$ cat src/rtl/ps2_kbd_rx.sv
// ps2_kbd_rx: PS/2 keyboard receiver that deframes and checks 11-bit frames and folds the E0/F0 prefixes into key events
module ps2_kbd_rx #(
  parameter int TIMEOUT_CYCLES = 50000,
  parameter int FILTER_LEN     = 4
) (
  input  logic       clk,
  input  logic       reset_n,
  input  logic       ps2_kbd_clk,
  input  logic       ps2_kbd_data,
  output logic [7:0] rx_byte,
  output logic       rx_strobe,
  output logic [7:0] key_code,
  output logic       key_ext,
  output logic       key_release,
  output logic       key_strobe,
  output logic       err_strobe
);
  localparam int TW = $clog2(TIMEOUT_CYCLES);
  localparam int FW = $clog2(FILTER_LEN) + 1;
  localparam logic [TW-1:0] TMAX = TW'(TIMEOUT_CYCLES - 1);
  localparam logic [FW-1:0] FMAX = FW'(FILTER_LEN - 1);
  typedef enum logic [1:0] {IDLE, DATA, PARITY, STOP} state_t;
  state_t r_state, w_state;
  logic r_clk_s1, r_clk_s2, r_dat_s1, r_dat_s2, r_clk_f, r_clk_fd;
  logic [FW-1:0] r_fcnt;
  logic [TW-1:0] r_tcnt, w_tcnt;
  logic [7:0] r_shift, w_shift, w_rx_byte, w_key_code;
  logic [2:0] r_cnt, w_cnt;
  logic r_par, w_par, r_par_ok, w_par_ok, r_ext, w_ext, r_rel, w_rel;
  logic w_rx_strobe, w_key_strobe, w_key_ext, w_key_release, w_err, w_fall;
  assign w_fall = r_clk_fd & ~r_clk_f;
  always_ff @(posedge clk or negedge reset_n)
    if (!reset_n) begin
      {r_clk_s1, r_clk_s2, r_dat_s1, r_dat_s2, r_clk_f, r_clk_fd} <= '1;
      r_fcnt <= '0;
    end else begin
      {r_clk_s2, r_clk_s1} <= {r_clk_s1, ps2_kbd_clk};
      {r_dat_s2, r_dat_s1} <= {r_dat_s1, ps2_kbd_data};
      r_clk_fd <= r_clk_f;
      // the filtered level flips on the FILTER_LEN-th consecutive differing sample
      if (r_clk_s2 == r_clk_f) r_fcnt <= '0;
      else if (r_fcnt == FMAX) begin
        r_clk_f <= r_clk_s2;
        r_fcnt  <= '0;
      end else r_fcnt <= r_fcnt + 1'b1;
    end
  always_ff @(posedge clk or negedge reset_n)
    if (!reset_n) begin
      r_state <= IDLE;
      r_shift <= '0;
      r_cnt <= '0;
      r_par <= 1'b0;
      r_par_ok <= 1'b0;
      r_tcnt <= '0;
      r_ext <= 1'b0;
      r_rel <= 1'b0;
      rx_byte <= '0;
      rx_strobe <= 1'b0;
      key_code <= '0;
      key_ext <= 1'b0;
      key_release <= 1'b0;
      key_strobe <= 1'b0;
      err_strobe <= 1'b0;
    end else begin
      r_state <= w_state;
      r_shift <= w_shift;
      r_cnt <= w_cnt;
      r_par <= w_par;
      r_par_ok <= w_par_ok;
      r_tcnt <= w_tcnt;
      r_ext <= w_ext;
      r_rel <= w_rel;
      rx_byte <= w_rx_byte;
      rx_strobe <= w_rx_strobe;
      key_code <= w_key_code;
      key_ext <= w_key_ext;
      key_release <= w_key_release;
      key_strobe <= w_key_strobe;
      err_strobe <= w_err;
    end
  always_comb begin
    w_state = r_state;
    w_shift = r_shift;
    w_cnt = r_cnt;
    w_par = r_par;
    w_par_ok = r_par_ok;
    w_tcnt = r_state == IDLE ? '0 : r_tcnt == TMAX ? r_tcnt : r_tcnt + 1'b1;
    w_ext = r_ext;
    w_rel = r_rel;
    w_rx_byte = rx_byte;
    w_rx_strobe = 1'b0;
    w_key_code = key_code;
    w_key_ext = key_ext;
    w_key_release = key_release;
    w_key_strobe = 1'b0;
    w_err = 1'b0;
    if (w_fall) begin
      w_tcnt = '0;
      case (r_state)
        IDLE: if (!r_dat_s2) begin
          w_state = DATA;
          w_cnt = '0;
          w_par = 1'b1;
          w_shift = '0;
        end
        DATA: begin
          w_shift = {r_dat_s2, r_shift[7:1]};
          w_par = r_par ^ r_dat_s2;
          w_cnt = r_cnt + 1'b1;
          w_state = r_cnt == 3'd7 ? PARITY : DATA;
        end
        PARITY: begin
          w_par_ok = r_dat_s2 == r_par;
          w_state = STOP;
        end
        default: begin
          w_state = IDLE;
          if (r_par_ok && r_dat_s2) begin
            w_rx_byte = r_shift;
            w_rx_strobe = 1'b1;
            if (r_shift == 8'hE0) w_ext = 1'b1;
            else if (r_shift == 8'hF0) w_rel = 1'b1;
            else begin
              w_key_code = r_shift;
              w_key_ext = r_ext;
              w_key_release = r_rel;
              w_key_strobe = 1'b1;
              w_ext = 1'b0;
              w_rel = 1'b0;
            end
          end else begin
            w_err = 1'b1;
            w_ext = 1'b0;
            w_rel = 1'b0;
          end
        end
      endcase
    end else if (r_state != IDLE && r_tcnt == TMAX) begin
      w_state = IDLE;
      w_tcnt = '0;
      w_err = 1'b1;
      w_ext = 1'b0;
      w_rel = 1'b0;
    end
  end
endmodule

$ cat config.mk
export PLATFORM = sky130hd
export DESIGN_NAME = ps2_kbd_rx
export DESIGN_NICKNAME = d
export VERILOG_FILES = /design/src/rtl/ps2_kbd_rx.sv
export SDC_FILE = /design/constraint.sdc
export NUM_CORES = 1
export LEC_CHECK = 0
export CAP_MARGIN = 10
export CORE_MARGIN = 2
export CORE_UTILIZATION = 60
export CTS_CLUSTER_SIZE = 30
export DETAILED_ROUTE_END_ITERATION = 12
export MAX_ROUTING_LAYER = met4
export PLACE_DENSITY = 0.91
export SETUP_SLACK_MARGIN = 0.3
export SYNTH_ARGS = -nofsm -noshare
export SYNTH_HDL_FRONTEND = slang
export SYNTH_SLANG_ARGS = --single-unit
$ cat constraint.sdc
create_clock -name clk -period 2.9 [get_ports clk]
set_input_delay 0.29 -clock clk [delete_from_list [all_inputs] [get_ports clk]]
set_output_delay 0.29 -clock clk [all_outputs]
set_load 0.03 [all_outputs]
Word-level counts from Yosys, hierarchy flattened --
Index checks and enable logic that the tools add are counted.
Word-level totals: word-level logic and storage cells 102, flip-flop bits (word level) 63, output and inout bits 21, input port bits 4
Cells by class: reduce and logical (&&, ||, !) cells 15, bitwise logic cells 7, $add $sub $neg 3, equal/unequal tests 15, multiplexer cells 40
Operator list (number):
- 2-to-1 mux 16 bit | 4
- 2-to-1 mux 1 bit | 24
- adder 16 x 1 -> 16 bit (second input constant) | 1
- == test 16 bit (second input constant) | 1
- == test 8 bit (second input constant) | 2
- case mux 8 bit (2 select lines) | 1
- AND reduction 3 bit | 4
- 2-to-1 mux 3 bit | 3
- 2-to-1 mux 2 bit | 4
- 2-to-1 mux 8 bit | 1
- adder 3 x 1 -> 3 bit (second input constant) | 2
- inequality test 3 bit (second input constant) | 2
- case mux 2 bit (3 select lines) | 1
- case mux 3 bit (2 select lines) | 1
- AND reduction 2 bit | 3
- nonzero test 2 bit | 3
- NOT 1 bit | 5
- AND reduction 5 bit | 1
- inequality test 2 bit (second input constant) | 2
- inequality test 4 x 3 -> 1 bit (second input constant) | 1
- inequality test 4 bit (second input constant) | 1
- == test 3 x 2 -> 1 bit (second input constant) | 1
- == test 3 bit (second input constant) | 1
- OR reduction 3 bit | 1
- other kinds (8) | 10

Depth between registers and ports, before layout --
word-level depth 6, gate-level depth with buffers 7

Worst setup path after synthesis --
No wires, ideal clock.
kind flip-flop to flip-flop, from reg r_tcnt[0], to reg r_tcnt[10], slack 1113 ps, path buffers 1, data arrival time 1669 ps, period minus slack after synthesis 1787 ps, stages on the path, launching flop included 7, setup time 119 ps, path through dfrtp_1 > ha_1 > and3_1 > or4b_4 > o21ai_4 > buf_4 > nor2_1
Between the ends: cells in the longest elaborated chain, start to end 5, elaborated cells between the ends (all ways) 8, classes of those cells add/sub: 1; eq/ne: 2; mux: 4; reduce/logical: 1
RTL lines:
- start, declared | RTL line 26 | logic [TW-1:0] r_tcnt, w_tcnt;
- start signal, assigned | RTL line 70 | r_tcnt <= w_tcnt;
- adder 16 x 1 -> 16 bit | RTL line 87 | w_tcnt = r_state == IDLE ? '0 : r_tcnt == TMAX ? r_tcnt : r_tcnt + 1'b1;
- 2-to-1 mux 16 bit (2 in a row) | RTL line 87
- 2-to-1 mux 16 bit | RTL line 138 | end else if (r_state != IDLE && r_tcnt == TMAX) begin
- 2-to-1 mux 16 bit | RTL line 97 | if (w_fall) begin
Several ways; a longest one is shown, not always the timed one. The select of a mux whose other input is x is not followed. A chain may end at the register's enable or synchronous reset.

Worst setup path after layout --
from reg r_state[1], to reg key_release
Between the ends: cells in the longest elaborated chain, start to end 4, elaborated cells between the ends (all ways) 6, classes of those cells eq/ne: 2; bitwise: 1; reduce/logical: 3
RTL lines:
- start, declared | RTL line 23 | state_t r_state, w_state;
- start signal, assigned | RTL line 65 | r_state <= w_state;
- == test 2 bit (tied with other cells) | RTL line 99 | case (r_state)
- OR reduction 3 bit (no source line) (*)
- NOT 1 bit (no source line) (*)
- AND reduction 5 bit (no source line) (*)
- end signal, assigned | RTL line 77 | key_release <= w_key_release;
- end, declared | RTL line 14 | output logic key_release,
Mark *: on every way between the ends. The rest lies on a longest branch, timed or not.

==> impl_metrics.yaml <==
outcome:
  status: "finished, final reports clean"
sta:
  rsz0062_at_grt: "false"
  min_period_over_period: 0.757
  setup_viol: 0
  finalCriticalPeriod_ns: 2.20
  slew_headroom: 0.512
  slew_violations: 0
  tightest_slew_ns: 0.732
  hold_ws_ns: 0.0145
  max_freq_mhz: 455
  hold_viol: 0
  clock_skew_ns: 0.00565
  tns_ns: 0
clocking:
  ctsResizeCount: 0
  cts_setup_buffers: 0
  cts-root-buf: "clkbuf_8"
  cts_hold_buf: 0
  htree_levels: 3
  clock_latency_ns: 0.34
  cts_buffers: 9
  path_clk_slew_ns: 0.07
  clkSinkCount: 63
  cts_tree: "done"
  cts_max_path_buffers: 2
power:
  switching_power_mw: 0.618
  clock_power_share: 0.322
  p_sw_frac: 0.292
  power.density_nw_per_um2: 673
  ir_worst_vdd_v: 0.000554
  leakage_nw: 1.34
  internal_power_mw: 1.50
  p_seq_frac: 0.497
  combPwrFrac: 0.181
synth:
  synth.area.top_cells: "dfrtp_1 53%, dfstp_2 5.9%, o21ai_0 4.3%"
  synth_top_area_frac: 0.534
  avgSynthCellArea_sq_um: 10.9
  ys_dominant_reg_cell: "dfrtp_1"
  ys_types: 43
  synth_cells: 245
  yosysSeqAreaShare: 0.594
  yosysWarnings: 0
  synth_most_common_cell: "dfrtp_1"
  synthDominantAreaCellType: "dfrtp_1"
  syn-num-nets: 253
  syn-cell-area_sq_um: 2670
  ys_seq_elements: 63
  synth-edff-count: 0
  async_flop_share: 1.00
  synthTopCellsByCount: "57 x dfrtp_1, 23 x o21ai_0, 22 x nor2_1"
global_route:
  busiest_layer: "met2"
  use_met2: 0.362
  groute.usage.overall: 0.240
  global_route.usage.met3: 0.0527
  grt_start_max_net_pins: 34
  grt_overflow: 0
  use_met1: 0.300
  antenna_found_initial: 0
  grt_pass1_vias: 1901
  grt_first_pass_wirelength_mm: 8.78
placement:
  post_dp_cell_area_sq_um: 2960
  gp_routability_congestion: 0.860
  dpl.hpwl_mm: 3.54
  portBuffers: 24
route:
  num_vias: 1931
  dr.pass1.iters: 4
  drc: 0
  ant_nets: 0
  drt-total-wl_mm: 5.09
  avgRoutedWirePerCell_um: 15.4
  drt-vias-per-instance: 5.83
  drt_iter0_drc: 97
floorplanning:
  dieHeight_um: 70.7
  start_util: 0.617
  die_area_sq_um: 5000
  core-area_sq_um: 4320
  die_w_um: 70.7
  pin_count: 25
  rows: 24
worst_setup_path:
  crit_chain: "and4b_1 -> nand3_2 -> inv_2 -> nand2b_2 -> inv_1 -> mux2_2"
  cp_num_buf_inv: 2
  crit_type: "reg2reg"
  end_kind: "flip-flop"
  cp.required_ns: 3.12
  cpPeakStageDelay_ns: 0.54
  cp.arrival_ns: 2.41
  critPathLaunchType: "flip-flop"
  cpLargestDelayFamily: "simple AND/OR/NAND/NOR gates"
  crit_fanout: 19
  slowest_stage: "dfrtp_1"
final_layout:
  fin_util: 0.727
  area_delta_synth_final_pct: 17.8
  final_cell_area_sq_um: 3140
  nNetsFinal: 282
  drive_gt1_frac: 0.129
  antennaDiodeCount: 0
worst_hold_path:
  hp-class: "in2async"
flow_run:
  drv_cap: 0
-- metal layers --
metal	wire length, um	up-vias
li1	-	910
met1	2220	949
met2	2480	64
met3	296	8
met4	98	0
met5	0	-
-- state kept, by name, indices dropped and copies added, names as in the netlist, 2 cells and up --
signal,count
r_shift,8
r_cnt,3
r_state,2
r_tcnt,16
r_fcnt,3
key_code,8
rx_byte,8
-- final cells by class --
type,instances,area (sq um)
sequential,63,1580
fill,313,1180
multi-input combinational,156,981
timing repair buffer,27,270
clock buffer,16,180
tap,52,65.1
inverter,17,63.8
-- cell usage in the layout, fill, tap and decap left out, types with 2 or more instances in the layout --
cell type         n
inv_1            16
a2bb2oi_1         2
clkbuf_1          4
nor2b_1           3
ha_1              4
a21oi_1           4
o21ai_0          23
nand4_1           5
dfrtp_1          57
mux2_2            4
nand2_1          18
nor2_1           22
a211oi_1          2
nand3_2           2
nor4_1            3
a22o_1            5
o211ai_1          2
nand3_1          15
dfstp_2           6
clkbuf_8         12
xor2_1            2
buf_4             2
nor3_1            8
clkdlybuf4s50_1  23
xnor2_1          12
-- power by group through the flow --
stage / Sequential, mW / Combinational [mW] / Clock [mW]
global placement: 1.06 / 0.368 / 0
floorplan: 1.05 / 0.301 / 0
CTS: 1.05 / 0.392 / 0.702
finish: 1.05 / 0.384 / 0.682
detailed placement: 1.07 / 0.389 / 0
global route: 1.07 / 0.443 / 0.733
-- path summary, 6_finish.rpt --
kind / cells after the start / slack (ns) / endpoint / start
setup reg to reg: 6 / 0.70 / key_release$_DFFE_PN0P_ / r_state[1]$_DFFE_PN0P_
hold / removal: 1 / 0.01 / rx_byte[6]$_DFFE_PN0P_ / reset_n
max in group asynchronous: 2 / 2.21 / r_clk_f$_DFFE_PN1P_ / reset_n
setup / recovery: 6 / 0.70 / key_release$_DFFE_PN0P_ / r_state[1]$_DFFE_PN0P_
min in group clk: 1 / 0.35 / r_dat_s1$_DFF_PN1_ / ps2_kbd_data
hold reg to reg: 0 / 0.36 / r_clk_s2$_DFF_PN1_ / r_clk_s1$_DFF_PN1_
-- kinds of logic after synthesis --
group	Yosys count	share of synthesized area
adder cells (fa/ha/maj)	4	0.0188
flip-flops	63	0.594
buffers and inverters	26	0.0408
AO/OA/AOI/OAI	45	0.108
multiplexers	5	0.0206
XOR/XNOR	14	0.0459
AND/OR/NAND/NOR	88	0.172
-- metrics by stage --
step	total power, mW	std cells	worst slack [ns]
6_report	2.12	331	0.704
5_1_grt	2.24	331	0.502
4_1_cts	2.14	331	0.715
3_5_place_dp	1.46	315	0.738
3_3_place_gp	1.42	315	0.888
2_1_floorplan	1.35	245	1.11
-- worst register-to-register path: stages, from the launching register on --
cell and delay (ns):
dfrtp_1 0.54, and4b_1 0.33, nand3_2 0.30, inv_2 0.25
nand2b_2 0.13, inv_1 0.17, mux2_2 0.36
No activity file was read; power rests on OpenSTA's default activity.
